**src/rtl/apb_poller_pkg.sv**
```systemverilog
// Shared types for the APB sensor poller: FSM state encoding and sizing helper.
package apb_poller_pkg;

  typedef enum logic [1:0] {
    IDLE   = 2'd0,
    SETUP  = 2'd1,
    ACCESS = 2'd2,
    NEXT   = 2'd3
  } apb_poll_state_t;

  // Counter width for values 0..n-1, never narrower than one bit.
  function automatic int clog2_min1(input int n);
    return (n > 1) ? $clog2(n) : 1;
  endfunction

endpackage

```
**src/rtl/apb_if.sv**
```systemverilog
// APB bus bundle with 8-bit address and 16-bit data.
interface apb_if;
  logic [7:0]  paddr;
  logic        psel;
  logic        penable;
  logic        pwrite;
  logic [15:0] pwdata;
  logic [15:0] prdata;
  logic        pready;
  logic        pslverr;

  modport requester (
    output paddr, psel, penable, pwrite, pwdata,
    input  prdata, pready, pslverr
  );

  modport completer (
    input  paddr, psel, penable, pwrite, pwdata,
    output prdata, pready, pslverr
  );
endinterface

```
**src/rtl/apb_timeout_counter.sv**
```systemverilog
// Counts ACCESS-phase cycles; expired marks the last cycle a transfer may wait.
module apb_timeout_counter
  import apb_poller_pkg::*;
#(
  parameter int TIMEOUT_CYCLES = 64
) (
  input  logic clk,
  input  logic rst_n,
  input  logic clear,
  input  logic enable,
  output logic expired
);

  localparam int CW = clog2_min1(TIMEOUT_CYCLES);

  logic [CW-1:0] count;

  // count holds the number of ACCESS cycles already spent before the current one
  assign expired = enable && (count == CW'(TIMEOUT_CYCLES - 1));

  always_ff @(posedge clk or negedge rst_n) begin
    if (!rst_n) begin
      count <= '0;
    end else if (clear) begin
      count <= '0;
    end else if (enable && !expired) begin
      count <= count + 1'b1;
    end
  end

endmodule

```
**src/rtl/apb_sensor_poller.sv**
```systemverilog
// Periodically sweeps NUM_REGS 16-bit APB registers and caches the last good value of each.
module apb_sensor_poller
  import apb_poller_pkg::*;
#(
  parameter int          NUM_REGS       = 8,
  parameter logic [7:0]  BASE_ADDR      = 8'h10,
  parameter int          POLL_INTERVAL  = 1000,
  parameter int          TIMEOUT_CYCLES = 64
) (
  input  logic                     pclk,
  input  logic                     preset_n,
  apb_if.requester                 apb,
  input  logic                     start,
  output logic                     busy,
  output logic                     sweep_done,
  output logic [NUM_REGS-1:0][15:0] reg_value,
  output logic [NUM_REGS-1:0]      reg_valid,
  output logic                     err_slverr,
  output logic                     err_timeout,
  input  logic                     err_clear,
  output logic [1:0]               dbg_state
);

  localparam int IDX_W = clog2_min1(NUM_REGS);
  localparam int ICW   = clog2_min1(POLL_INTERVAL);

  // Handshake: a transfer completes in the ACCESS cycle where pready is high;
  // pslverr is only meaningful in that same cycle.

  apb_poll_state_t  state, next_state;
  logic [IDX_W-1:0] index, index_nxt;
  logic [ICW-1:0]   icnt;
  logic [7:0]       paddr_q;
  logic             last, interval_hit, expired;
  logic             slv_set, to_set;

  assign last         = (index == IDX_W'(NUM_REGS - 1));
  assign interval_hit = (icnt == ICW'(POLL_INTERVAL - 1));
  assign slv_set      = (state == ACCESS) && apb.pready && apb.pslverr;
  assign to_set       = (state == ACCESS) && !apb.pready && expired;

  assign busy        = (state != IDLE);
  assign dbg_state   = state;
  assign apb.psel    = (state == SETUP) || (state == ACCESS);
  assign apb.penable = (state == ACCESS);
  assign apb.pwrite  = 1'b0;
  assign apb.pwdata  = 16'h0000;
  assign apb.paddr   = paddr_q;

  apb_timeout_counter #(.TIMEOUT_CYCLES(TIMEOUT_CYCLES)) u_timeout (
    .clk    (pclk),
    .rst_n  (preset_n),
    .clear  (state != ACCESS),
    .enable (state == ACCESS),
    .expired(expired)
  );

  always_comb begin
    next_state = state;
    index_nxt  = '0;
    case (state)
      IDLE:    if (start || interval_hit) next_state = SETUP;
      SETUP:   next_state = ACCESS;
      ACCESS:  if (apb.pready || expired) next_state = NEXT;
      NEXT: begin
        next_state = last ? IDLE : SETUP;
        index_nxt  = index + 1'b1;
      end
      default: next_state = IDLE;
    endcase
  end

  always_ff @(posedge pclk or negedge preset_n) begin
    if (!preset_n) begin
      state      <= IDLE;
      index      <= '0;
      icnt       <= '0;
      paddr_q    <= 8'h00;
      sweep_done <= 1'b0;
    end else begin
      state      <= next_state;
      sweep_done <= (state == NEXT) && last;
      if (state == IDLE) index <= '0;
      else if (state == NEXT && !last) index <= index_nxt;
      // Address is registered on entry to SETUP so it stays stable through ACCESS
      if (next_state == SETUP) paddr_q <= BASE_ADDR + (8'(index_nxt) << 1);
      if (state == NEXT && last) icnt <= '0;
      else if (state == IDLE && next_state == IDLE && !interval_hit) icnt <= icnt + 1'b1;
    end
  end

  always_ff @(posedge pclk or negedge preset_n) begin
    if (!preset_n) begin
      reg_value <= '0;
      reg_valid <= '0;
    end else if (state == ACCESS) begin
      if (apb.pready && !apb.pslverr) begin
        reg_value[index] <= apb.prdata;
        reg_valid[index] <= 1'b1;
      end else if (apb.pready || expired) begin
        reg_valid[index] <= 1'b0;
      end
    end
  end

  // A same-cycle set beats err_clear
  always_ff @(posedge pclk or negedge preset_n) begin
    if (!preset_n) begin
      err_slverr  <= 1'b0;
      err_timeout <= 1'b0;
    end else begin
      if (slv_set)        err_slverr <= 1'b1;
      else if (err_clear) err_slverr <= 1'b0;
      if (to_set)         err_timeout <= 1'b1;
      else if (err_clear) err_timeout <= 1'b0;
    end
  end

endmodule

```
**src/flat_wrapper.sv**
```systemverilog
// flat-port wrapper written by rule: the top's interface ports become plain ports
module apb_sensor_poller_flat import apb_poller_pkg::*;
#(
  parameter int          NUM_REGS       = 8,
  parameter logic [7:0]  BASE_ADDR      = 8'h10,
  parameter int          POLL_INTERVAL  = 1000,
  parameter int          TIMEOUT_CYCLES = 64
)
  (pclk, preset_n, start, busy, sweep_done, reg_value, reg_valid, err_slverr, err_timeout, err_clear, dbg_state, apb_paddr, apb_psel, apb_penable, apb_pwrite, apb_pwdata, apb_prdata, apb_pready, apb_pslverr);
  apb_if apb_i ();
  input  logic pclk;
  input  logic preset_n;
  input  logic start;
  output logic busy;
  output logic sweep_done;
  output logic [NUM_REGS-1:0][15:0] reg_value;
  output logic [NUM_REGS-1:0] reg_valid;
  output logic err_slverr;
  output logic err_timeout;
  input  logic err_clear;
  output logic [1:0] dbg_state;
  output wire logic [$bits(apb_i.paddr)-1:0] apb_paddr;
  output wire logic [$bits(apb_i.psel)-1:0] apb_psel;
  output wire logic [$bits(apb_i.penable)-1:0] apb_penable;
  output wire logic [$bits(apb_i.pwrite)-1:0] apb_pwrite;
  output wire logic [$bits(apb_i.pwdata)-1:0] apb_pwdata;
  input wire logic [$bits(apb_i.prdata)-1:0] apb_prdata;
  input wire logic [$bits(apb_i.pready)-1:0] apb_pready;
  input wire logic [$bits(apb_i.pslverr)-1:0] apb_pslverr;
  assign apb_paddr = apb_i.paddr;
  assign apb_psel = apb_i.psel;
  assign apb_penable = apb_i.penable;
  assign apb_pwrite = apb_i.pwrite;
  assign apb_pwdata = apb_i.pwdata;
  assign apb_i.prdata = apb_prdata;
  assign apb_i.pready = apb_pready;
  assign apb_i.pslverr = apb_pslverr;
  apb_sensor_poller #(.NUM_REGS(NUM_REGS), .BASE_ADDR(BASE_ADDR), .POLL_INTERVAL(POLL_INTERVAL), .TIMEOUT_CYCLES(TIMEOUT_CYCLES)) u_core (.pclk(pclk), .preset_n(preset_n), .apb(apb_i), .start(start), .busy(busy), .sweep_done(sweep_done), .reg_value(reg_value), .reg_valid(reg_valid), .err_slverr(err_slverr), .err_timeout(err_timeout), .err_clear(err_clear), .dbg_state(dbg_state));
endmodule
```
**config.mk**
```make
export PLATFORM = sky130hd
export DESIGN_NAME = apb_sensor_poller_flat
export DESIGN_NICKNAME = d
export VERILOG_FILES = /design/src/rtl/apb_poller_pkg.sv /design/src/rtl/apb_if.sv /design/src/rtl/apb_timeout_counter.sv /design/src/rtl/apb_sensor_poller.sv /design/src/flat_wrapper.sv
export SDC_FILE = /design/constraint.sdc
export NUM_CORES = 1
export LEC_CHECK = 0
export ABC_AREA = 0
export CORE_ASPECT_RATIO = 0.5
export CORE_MARGIN = 1
export CORE_UTILIZATION = 55
export DETAILED_ROUTE_END_ITERATION = 7
export DONT_BUFFER_PORTS = 1
export HOLD_SLACK_MARGIN = 0.02
export PLACE_DENSITY_LB_ADDON = 0.15
export REMOVE_ABC_BUFFERS = 1
export SYNTH_ARGS = -nofsm -noshare
export SYNTH_HDL_FRONTEND = slang
export SYNTH_SLANG_ARGS = --single-unit
```
**constraint.sdc**
```tcl
create_clock -name pclk -period 3.8 [get_ports pclk]
set_input_delay 0.95 -clock pclk [delete_from_list [all_inputs] [get_ports pclk]]
set_output_delay 0.95 -clock pclk [all_outputs]
set_load 0.03 [all_outputs]
```
==> results.md <==
* Status: finished, final reports clean
* Synth unique cells at 52
* Synthesized area at 0.007091 sq mm
* Most common cell in the netlist: dfrtp_1
* Worst Reg2Reg Path Length in Cells at 5
* DR pass1 iterations at 4
* Vias per inst at between 5 and 6
* Area growth from synthesis to layout at 8.170%
* Reg area at 0.004104 sq mm
* Clock network latency to the later pin of the worst-skew pair at between 0.4 and 0.5 ns
* Layout Cells excl Fill at 668
* PwrDens at 825.5 mW/mm^2
* Most used DFF post-synth: dfrtp_1
* Routed Antenna Nets at 0
* Root buf cell: clkbuf_16
* Filler instances at 945
* Fin Clk Skew at 0.01482 ns
* Final Cycle Share at between 70% and 80%
* Slew Limit Headroom at 33.05%
* Initial Util at 58.16%
* DP HPWL at 8.961 mm
* Total global-route track usage at 22.08%
* CTS resizes at 0
* Slew Viols, Final at 0
* Syn. warnings at 0
* VDD IR max at 493.1 uV
* N_diodes at 0
* CTS Buf Count at 17
* Final hold violations at 0
* RSZ-0062 raised after global routing: false
* Worst path cell trace: inv_1, ha_1, buf_4
* Core Util, Final at a little over three fifths
* Synth Area in Compound Gates at 4.517%
* Cell accounting for the most synthesized area: dfrtp_1
* CP required at ~2.9 ns
* Top cells by area, synth: dfrtp_1, mux2_2, mux2_4
* Crit path DAT at 1.93 ns
* Top delay family on crit path: flip-flops
* Routed len/inst at approximately 21 um
* Via count at 3748
* Worst r2r dst: u_core.reg_value[86]
* Post-CTS Hold Buffers at 0
* Max_cap viols at 0
* Setup ws final at 0.9174 ns
* XOR/XNOR Fraction of Synth Area at 0.2470%
* Share of layout cells above drive strength 1 at 33.00%
* Max FO, Critical Path at 13
* GPL Wtd Cong at 0.7628
* Fmax at between 300 and 400 MHz
* Leak at 3.819 nW
* Synth Area in Adders at 1.412%
* Largest family of logic cells by synthesized area: multiplexers
* First-pass GRT wire length at 21.72 mm
* EDFF count, synth at 0
* DRC Markers at 0
* Placed Cells at 636
* Max Root-Sink Buffers at 2
* CP Class: flip-flop to primary output
* Reg2reg start: u_core.dbg_state[0]
* Final setup TNS at 0 ns
* CTS H-tree lvls at 4
* Post-synth ARST share at 100.0%
* PortBufs at 0
* Initial antenna violation count at 0
* Slowest stage delay, CP at 0.53 ns
* Die height at 82.29 um
* Area taken by multi-input logic gates at 0.002725 sq mm
* Sink Count at approximately 160
* Vias in the first global route at 3592
* Die width at 162.6 um
* # IOs at around 190
* Crit path depth at 3
* Simple-gate area share of the yosys netlist at under 10%
* #FFs+latches synth at 164
* Share of the synthesized area in the top cell type at 57.88%
* Syn avg cell area at 14.56 sq um
* Post-synthesis sequential area ratio at 57.88%
* Min-Delay Path Class: primary input to async pin
* Most common library cells after synthesis: dfrtp_1, mux2_2, nand2_1
* Mux contribution to synthesized area at between 20% and 30%
* Die area at 0.01338 sq mm
* GRT overflow at 0
* TritonCTS clock tree: built
* R2R Setup Slk at 0.97 ns
* Core Area at around 0.012 sq mm
* Pre-CTS setup slack at just under 1 ns
* Post-CTS Setup Inserts at 0
* Crit path capture type: primary output
* Pwr Total at 6.331 mW
* Final layout net count at 520
* FP Rows at 28
* Worst-path clk slew at 0.07 ns
* CP Buf/Inv Count at 2
* Crit path launch type: flip-flop
* Min Tclk post-route at around 2.9 ns
* Mapped Cells at ~500
* DRT Wirelength at 14.13 mm
* CP max-delay cell: dfrtp_1
* Transition time of the tightest slew-check pin at 1.001 ns
* Largest net degree at the start of global routing at between 150 and 200
* DRT iter0 DRCs at 276
* Final setup fails at 0
[where the power goes]
part | internal [mW] | switching, mW | leakage (nW)
sequential | 2.22 | 1.28 | 2.18
combinational | 0.576 | 0.576 | 1.35
clock | 0.883 | 0.791 | 0.289
[flip-flops by register name, summed over array words and instances, names as in the netlist, named ones only]
register                cells
u_core.sweep_done           1
u_core.u_timeout.count      6
u_core.index                3
u_core.reg_value          128
u_core.err_timeout          1
u_core.apb.paddr            4
u_core.icnt                10
u_core.dbg_state            2
u_core.err_slverr           1
[worst register-to-register path, stage by stage (launching register included)]
cell and delay, ns:
dfrtp_1 0.53, inv_1 0.18, ha_1 0.53, nand3b_4 0.21
nor3_4 0.84, mux2_2 0.42
[metal layers]
metal	up-vias	global-route usage, %	wire length (um)
met4	0	7.290	88
li1	1678	-	-
met3	8	6.743	968
met5	-	0	0
met2	109	34.70	6802
met1	1953	29.62	6274
[placed cells by master (no fill, tap or decap), types with 6 or more instances in the layout]
| cell type | instances |
|---|---|
| clkbuf_16 | 17 |
| conb_1 | 21 |
| dfrtp_1 | 164 |
| ha_1 | 8 |
| inv_1 | 13 |
| inv_8 | 7 |
| mux2_1 | 20 |
| mux2_2 | 91 |
| mux2_4 | 18 |
| mux2i_1 | 14 |
| nand2_1 | 28 |
| nand2b_1 | 14 |
| nand3_1 | 6 |
[cell families (layout without fill, tap and decap cells)]
logic type                 count (synthesis)  in the layout
DFF                                      164            164
adders and majority gates                  8              8
xor gates and xnor gates                   2              2
and+or+nand+nor                           85             85
muxes                                    143            143
AOI/OAI and AO/OA                         34             34
other                                      1             21
buffers and inverters                     50             46
[how the worst max path moves through the flow]
| stage | startpoint | end | slack (ns) |
|---|---|---|---|
| after detailed placement | u_core.dbg_state[0] | u_core.reg_value[87] | 0.97 |
| final | u_core.dbg_state[0] | apb_penable | 0.92 |
| after floorplan | u_core.dbg_state[0] | u_core.apb.paddr[1] | 1.05 |
| after global routing | u_core.dbg_state[0] | u_core.reg_value[92] | 0.77 |
| after CTS | u_core.dbg_state[0] | apb_penable | 0.90 |
| after global placement | u_core.dbg_state[0] | u_core.apb.paddr[1] | 1.04 |
[stage by stage]
stage / hold slack [ns] / instance area, sq um
floorplan: 0.4973 / 6878
global placement: 0.5283 / 7092
detailed placement: 0.5437 / 7092
CTS: 0.2029 / 7670
global route: 0.2039 / 7670
finish: 0.2179 / 7670
[layout make-up]
type	instances	share of cell area (%)
Clock buffer	17	5.546
Clock inverter	15	1.990
Inverter	13	0.6362
Multi-Input combinational cell	293	35.53
Sequential cell	164	53.51
Tap cell	165	2.692
Timing Repair Buffer	1	0.09788
No activity file was read; power rests on OpenSTA's default activity.
==> RTL edit 1: new RTL, same settings <==
`POLL_INTERVAL` is set to 1000 in 2 places; all go to 2000.
--- a/src/rtl/apb_sensor_poller.sv
+++ b/src/rtl/apb_sensor_poller.sv
@@ -4,7 +4,7 @@
 #(
   parameter int          NUM_REGS       = 8,
   parameter logic [7:0]  BASE_ADDR      = 8'h10,
-  parameter int          POLL_INTERVAL  = 1000,
+  parameter int          POLL_INTERVAL  = 2000,
   parameter int          TIMEOUT_CYCLES = 64
 ) (
   input  logic                     pclk,
--- a/src/flat_wrapper.sv
+++ b/src/flat_wrapper.sv
@@ -3,7 +3,7 @@
 #(
   parameter int          NUM_REGS       = 8,
   parameter logic [7:0]  BASE_ADDR      = 8'h10,
-  parameter int          POLL_INTERVAL  = 1000,
+  parameter int          POLL_INTERVAL  = 2000,
   parameter int          TIMEOUT_CYCLES = 64
 )
   (pclk, preset_n, start, busy, sweep_done, reg_value, reg_valid, err_slverr, err_timeout, err_clear, dbg_state, apb_paddr, apb_psel, apb_penable, apb_pwrite, apb_pwdata, apb_prdata, apb_pready, apb_pslverr);
Check against the original RTL: no difference found for any inputs over 10 cycles, from zero or initial values and one cycle with preset_n low; that may be too few to reach the edited logic, so the function may still have changed.
==> RTL edit 1 against the original RTL <==
Worst setup slack got worse by 0.21 ns. Cell count decreased by 0.60%. Cell area decreased by 3.2%. Wire length decreased by 1.8%. Synthesized area decreased by 5.3%. Via count decreased by 1.5%. Count of clock-buffer cells in the layout increased by 2. Combinational power decreased by 25%. Sequential share of layout area increased by 2.1 points. Sequential cell count increased by 1. Total power decreased by 6.1%. Core utilization decreased by 0.22 points. Critical path depth increased by 4.
==> RTL edit 1: results (changes against the original RTL) <==
[status]
status=finished clean  ; unchanged

[logic_synthesis]
yosysSeqAreaShare_pct=61.5  ; was 57.9%
synth.area.top_cells=dfrtp_1 61%, mux2_2 20%, buf_4 2.3%, ha_1 1.3%, mux2_1 1.2%  ; was dfrtp_1 58%, mux2_2 14%, mux2_4 3.8%, mux2_1 3.2%, buf_4 2.9%
ys.flop_type=dfrtp_1  ; unchanged
synth_top_area_share_pct=61.5  ; was 57.9%
synthTopCellsByCount=165 x dfrtp_1, 122 x mux2_2, 21 x buf_4  ; was 164 x dfrtp_1, 91 x mux2_2, 28 x nand2_1
synthArstFlopShare_pct=100  ; unchanged
ys_types=42  ; was 52
synth_cells=475  ; was 487

[power]
p_sw_uw=2320  ; was 2650 uW
p_comb_share_pct=14.4  ; was 18.2%
ir_worst_vdd_uv=379  ; was 493 uV
fin_total_pwr_uw=5950  ; was 6330 uW
power.leakage_uw=0.00362  ; was 0.00382 uW
pwr-share-seq_pct=56.9  ; was 55.4%

[placement]
dp.cells=632  ; was 636
hpwl_um=8690  ; was 8960 um
placed_cell_area_um2=6830  ; was 7090 um2
post-place-ws_ns=0.740  ; was 0.965 ns
gp_congestion=0.736  ; was 0.763

[global_routing]
grt_max_degree=166  ; was 165
grt_usage_pct=23.1  ; was 22.1%
grt_pass1_vias=3639  ; was 3592
antenna_found_initial=0  ; unchanged
grt_pass1_wl_um=21100  ; was 21700 um

[critical_path]
path_max_fanout=21  ; was 13
r2r.worst_path.cells=7  ; was 5
rrSetupSlack_ns=0.71  ; was 0.97 ns
crit_slowest_cell=or4_1  ; was dfrtp_1
rr_endpoint=u_core.icnt[7]$_DFFE_PN0P_  ; was u_core.reg_value[86]$_DFFE_PN0P_
critPathMaxStageDelay_ns=0.65  ; was 0.53 ns
critPathTopFamily=compound AO/OA/AOI/OAI gates  ; was flip-flops
critPathArrivalTime_ns=3.42  ; was 1.93 ns

[clock_network]
cts_resized=0  ; unchanged
h-tree-depth=4  ; unchanged
cts_buffers=17  ; unchanged
clkLatencyLatePin_ns=0.41

[detailed_routing]
wl_per_cell_um=20.9  ; was 21.2 um
num_vias=3690  ; was 3748
dr.pass1.iters=4  ; unchanged
drt_iter0_drc=152  ; was 276

[finish]
reg_top3=u_core.reg_value (128), u_core.icnt (11), u_core.u_timeout.count (6)  ; was u_core.reg_value (128), u_core.icnt (10), u_core.u_timeout.count (6)
fin_nets=515  ; was 520
fin_cells=664  ; was 668
drive_gt1_share_pct=34.3  ; was 33.0%

[timing]
holdWs_ns=0.229  ; was 0.218 ns
worstMarginPinSlew_ns=0.979  ; was 1.00 ns
clock-skew-final_ns=0.00991  ; was 0.0148 ns

[RTL edit 1: worst max-delay path by stage]
stage | startpoint | end | slack [ns] | cells after the start
3_5_place_dp | u_core.dbg_state[0]$_DFF_PN0_ | u_core.icnt[9]$_DFFE_PN0P_ | 0.74 | 7
4_1_cts | u_core.dbg_state[0]$_DFF_PN0_ | u_core.icnt[7]$_DFFE_PN0P_ | 0.71 | 7
6_report | u_core.dbg_state[0]$_DFF_PN0_ | u_core.icnt[7]$_DFFE_PN0P_ | 0.71 | 7
2_1_floorplan | u_core.dbg_state[0]$_DFF_PN0_ | u_core.reg_value[100]$_DFFE_PN0P_ | 0.88 | 5
5_1_grt | u_core.dbg_state[0]$_DFF_PN0_ | u_core.icnt[7]$_DFFE_PN0P_ | 0.49 | 7
3_3_place_gp | u_core.dbg_state[0]$_DFF_PN0_ | u_core.icnt[7]$_DFFE_PN0P_ | 0.83 | 7
[RTL edit 1: cell families (layout without fill, tap and decap cells)]
group	after synthesis	in the layout	synth area share, %
buffers and inverters	49	53	4.29
adder cells (fa/ha/maj)	7	7	1.30
flip-flops	165	165	61.5
XOR/XNOR	3	3	0.391
AO/OA/AOI/OAI	45	45	4.57
AND/OR/NAND/NOR	72	72	5.68
other	1	21	0.0558
multiplexers	133	133	22.2
[RTL edit 1: routing by layer]
layer / routed length [um] / track usage [%] / vias up / share of wire (%)
li1: - / - / 1660 / -
met1: 6200 / 30.3 / 1901 / 45
met2: 6510 / 35.5 / 114 / 47
met3: 1020 / 8.85 / 15 / 7.3
met4: 157 / 7.21 / 0 / 1.1
met5: 0 / 0 / - / 0
[RTL edit 1: area by class of cell]
cell class              count  area [um2]
clock buffers              19         443
flip-flops and latches    165        4130
well taps                 165         206
inverters                  13        48.8
multi-input cells         281        2390
repair buffers              8        60.1
fillers                   903        4420
clock inverters            13         146
==> RTL edit 2: new RTL, same flow settings <==
Without the edit above. Register the output `err_slverr` once more; this adds one clock of latency there. The other outputs are not delayed to match.
--- a/src/rtl/apb_sensor_poller.sv
+++ b/src/rtl/apb_sensor_poller.sv
@@ -23,6 +23,8 @@
 
   localparam int IDX_W = clog2_min1(NUM_REGS);
   localparam int ICW   = clog2_min1(POLL_INTERVAL);
+
+  logic err_slverr_s0;
 
   // Handshake: a transfer completes in the ACCESS cycle where pready is high;
   // pslverr is only meaningful in that same cycle.
@@ -106,15 +108,19 @@
   // A same-cycle set beats err_clear
   always_ff @(posedge pclk or negedge preset_n) begin
     if (!preset_n) begin
-      err_slverr  <= 1'b0;
+      err_slverr_s0 <= 1'b0;
       err_timeout <= 1'b0;
     end else begin
-      if (slv_set)        err_slverr <= 1'b1;
-      else if (err_clear) err_slverr <= 1'b0;
+      if (slv_set)        err_slverr_s0 <= 1'b1;
+      else if (err_clear) err_slverr_s0 <= 1'b0;
       if (to_set)         err_timeout <= 1'b1;
       else if (err_clear) err_timeout <= 1'b0;
     end
   end
 
+  always_ff @(posedge pclk) begin
+    err_slverr <= err_slverr_s0;
+  end
+
 endmodule
 
Formal check against the unedited RTL: not equivalent (a bounded check fails within 4 cycles, from zero or initial values and one cycle with preset_n low).
==> RTL edit 2 against the original RTL <==
Sequential cell count up 1. Total power decreased by 0.43%. Cell area did not move. Largest cell class unchanged. Cell count stayed put. Via count decreased by 1.4%. Critical endpoint is now u_core.icnt[1]$_DFFE_PN0P_. Worst setup slack gained 0.12 ns. Sequential share of layout area rose by 0.26 points. Synthesized area increased by 0.28%. Highest routed layer unchanged. Wire length shrank 1.7%.
==> RTL edit 2: results (changes against the original RTL) <==
[critical_path]
path_max_fanout=11  ; was 13
critPathArrivalTime_ns=3.10  ; was 1.93 ns
crit_slowest_cell=a2111oi_2  ; was dfrtp_1
critPathMaxStageDelay_ns=0.60  ; was 0.53 ns

[status]
status=finished clean  ; unchanged

[logic_synthesis]
synthTopCellsByCount=164 x dfrtp_1, 91 x mux2_2, 28 x nand2_1  ; unchanged
synth.area.top_cells=dfrtp_1 58%, mux2_2 14%, mux2_4 3.8%, mux2_1 3.2%, buf_4 2.9%  ; unchanged
synthArstFlopShare_pct=99.4  ; was 100%
ys.flop_type=dfrtp_1  ; unchanged
yosysWarnings=0  ; unchanged
ys_seq_elements=165  ; was 164
ys_types=53  ; was 52
yosysSeqAreaShare_pct=58.0  ; was 57.9%

[placement]
gp_congestion=0.796  ; was 0.763
post-place-ws_ns=1.03  ; was 0.965 ns
io_buffers=0  ; unchanged
hpwl_um=9240  ; was 8960 um

[power]
power.leakage_uw=0.00381  ; was 0.00382 uW
p_sw_uw=2620  ; was 2650 uW
ir_worst_vdd_uv=554  ; was 493 uV

[finish]
multi_input_cells=293  ; unchanged
reg_top3=u_core.reg_value (128), u_core.icnt (10), u_core.u_timeout.count (6)  ; unchanged
fin_nets=521  ; was 520
clock_buffers=17  ; unchanged
bufAreaShareNonClock_pct=0.0979  ; unchanged
n_fill_cell=947  ; was 945
seq_area_share_pct=53.8  ; was 53.5%
inverters_excl_clock=13  ; unchanged
drive_gt1_share_pct=32.8  ; was 33.0%
clkCellAreaFrac_pct=7.28  ; was 7.54%

[global_routing]
grt_usage_pct=21.5  ; was 22.1%
grt_max_degree=165  ; unchanged
grt_pass1_wl_um=21200  ; was 21700 um
grt_pass1_vias=3642  ; was 3592
antenna_found_initial=0  ; unchanged

[clock_network]
postCtsSetupRepairBufs=0  ; unchanged
clkLatencyLatePin_ns=0.42  ; about the same
path_clk_slew_ns=0.07  ; about the same
clockRootBuffer=clkbuf_16  ; unchanged
clockBufferDepth=2  ; unchanged
h-tree-depth=4  ; unchanged
cts_resized=0  ; unchanged

[detailed_routing]
wl_per_cell_um=20.8  ; was 21.2 um
route.detailed.vias_per_inst=5.53  ; was 5.61
dr.pass1.iters=4  ; unchanged
drt_iter0_drc=272  ; was 276
route.detailed.drc=0  ; unchanged

[timing]
fin_tns_setup_ns=0  ; unchanged
clock-skew-final_ns=0.0138  ; was 0.0148 ns
relSlewSlack_pct=32.3  ; was 33.1%

[worst_hold_path]
hold_class=in -> async  ; unchanged

[RTL edit 2: cell count changes after synthesis]
cell / change
dfxtp_1: +1
[RTL edit 2: cells by family (layout without fill, tap and decap cells)]
kind of cell	Yosys count	count (layout)	synth area share (%)
other	1	21	0.0527
buffers and inverters	50	45	4.73
flip-flops	165	165	58.0
AO/OA/AOI/OAI	34	34	4.50
multiplexers	143	143	23.4
adder cells (fa/ha/maj)	8	8	1.41
AND/OR/NAND/NOR	85	85	7.71
XOR/XNOR	2	2	0.246
[RTL edit 2: final timing paths]
| path | start | end | slack [ns] | depth (start not counted) |
|---|---|---|---|---|
| max | u_core.dbg_state[0]$_DFF_PN0_ | u_core.icnt[1]$_DFFE_PN0P_ | 1.04 | 7 |
| min | preset_n | u_core.u_timeout.count[2]$_DFFE_PN0P_ | 0.23 | 0 |
| max reg2reg | u_core.dbg_state[0]$_DFF_PN0_ | u_core.icnt[1]$_DFFE_PN0P_ | 1.04 | 7 |
| min reg2reg | u_core.err_slverr_s0$_DFFE_PN0P_ | u_core.err_slverr$_DFF_P_ | 0.37 | 0 |
| max in group asynchronous | preset_n | u_core.reg_value[73]$_DFFE_PN0P_ | 3.36 | 0 |
| min in group pclk | u_core.err_slverr_s0$_DFFE_PN0P_ | u_core.err_slverr$_DFF_P_ | 0.37 | 0 |
[RTL edit 2: per-stage QoR]
step / hold WS [ns] / cells / instance area [um2] / util (%) / power, uW
6_report: 0.226 / 668 / 7670 / 62.9 / 6300
5_1_grt: 0.202 / 668 / 7670 / 62.9 / 6600
4_1_cts: 0.205 / 668 / 7670 / 62.9 / 6370
3_5_place_dp: 0.355 / 637 / 7110 / 58.3 / 4740
3_3_place_gp: 0.353 / 637 / 7110 / 58.3 / 4670
2_1_floorplan: 0.347 / 471 / 6900 / - / 4410
[RTL edit 2: metal layers]
layer	global-route usage, %	routed length [um]	vias to the layer above	share of wire (%)
li1	-	-	1665	-
met1	27.3	6010	1921	43
met2	35.3	6820	99	49
met3	6.54	927	12	6.7
met4	7.85	145	0	1.0
met5	0	0	-	0
[RTL edit 2: critical path: cells and delay by family, from the launching register on]
kind	cells	cell delay [ns]
AO/OA/AOI/OAI	3	1.10
flip-flops	1	0.59
buffers and inverters	2	0.40
adder cells (fa/ha/maj)	1	0.36
multiplexers	1	0.23
[RTL edit 2: power by group through the flow]
stage                     registers (uW)  logic, uW  clock network [uW]
final                               3520       1150                1630
after global placement              3550       1120                   0
after CTS                           3540       1170                1670
after global routing                3600       1270                1730
after detailed placement            3570       1170                   0
after floorplan                     3400       1010                   0
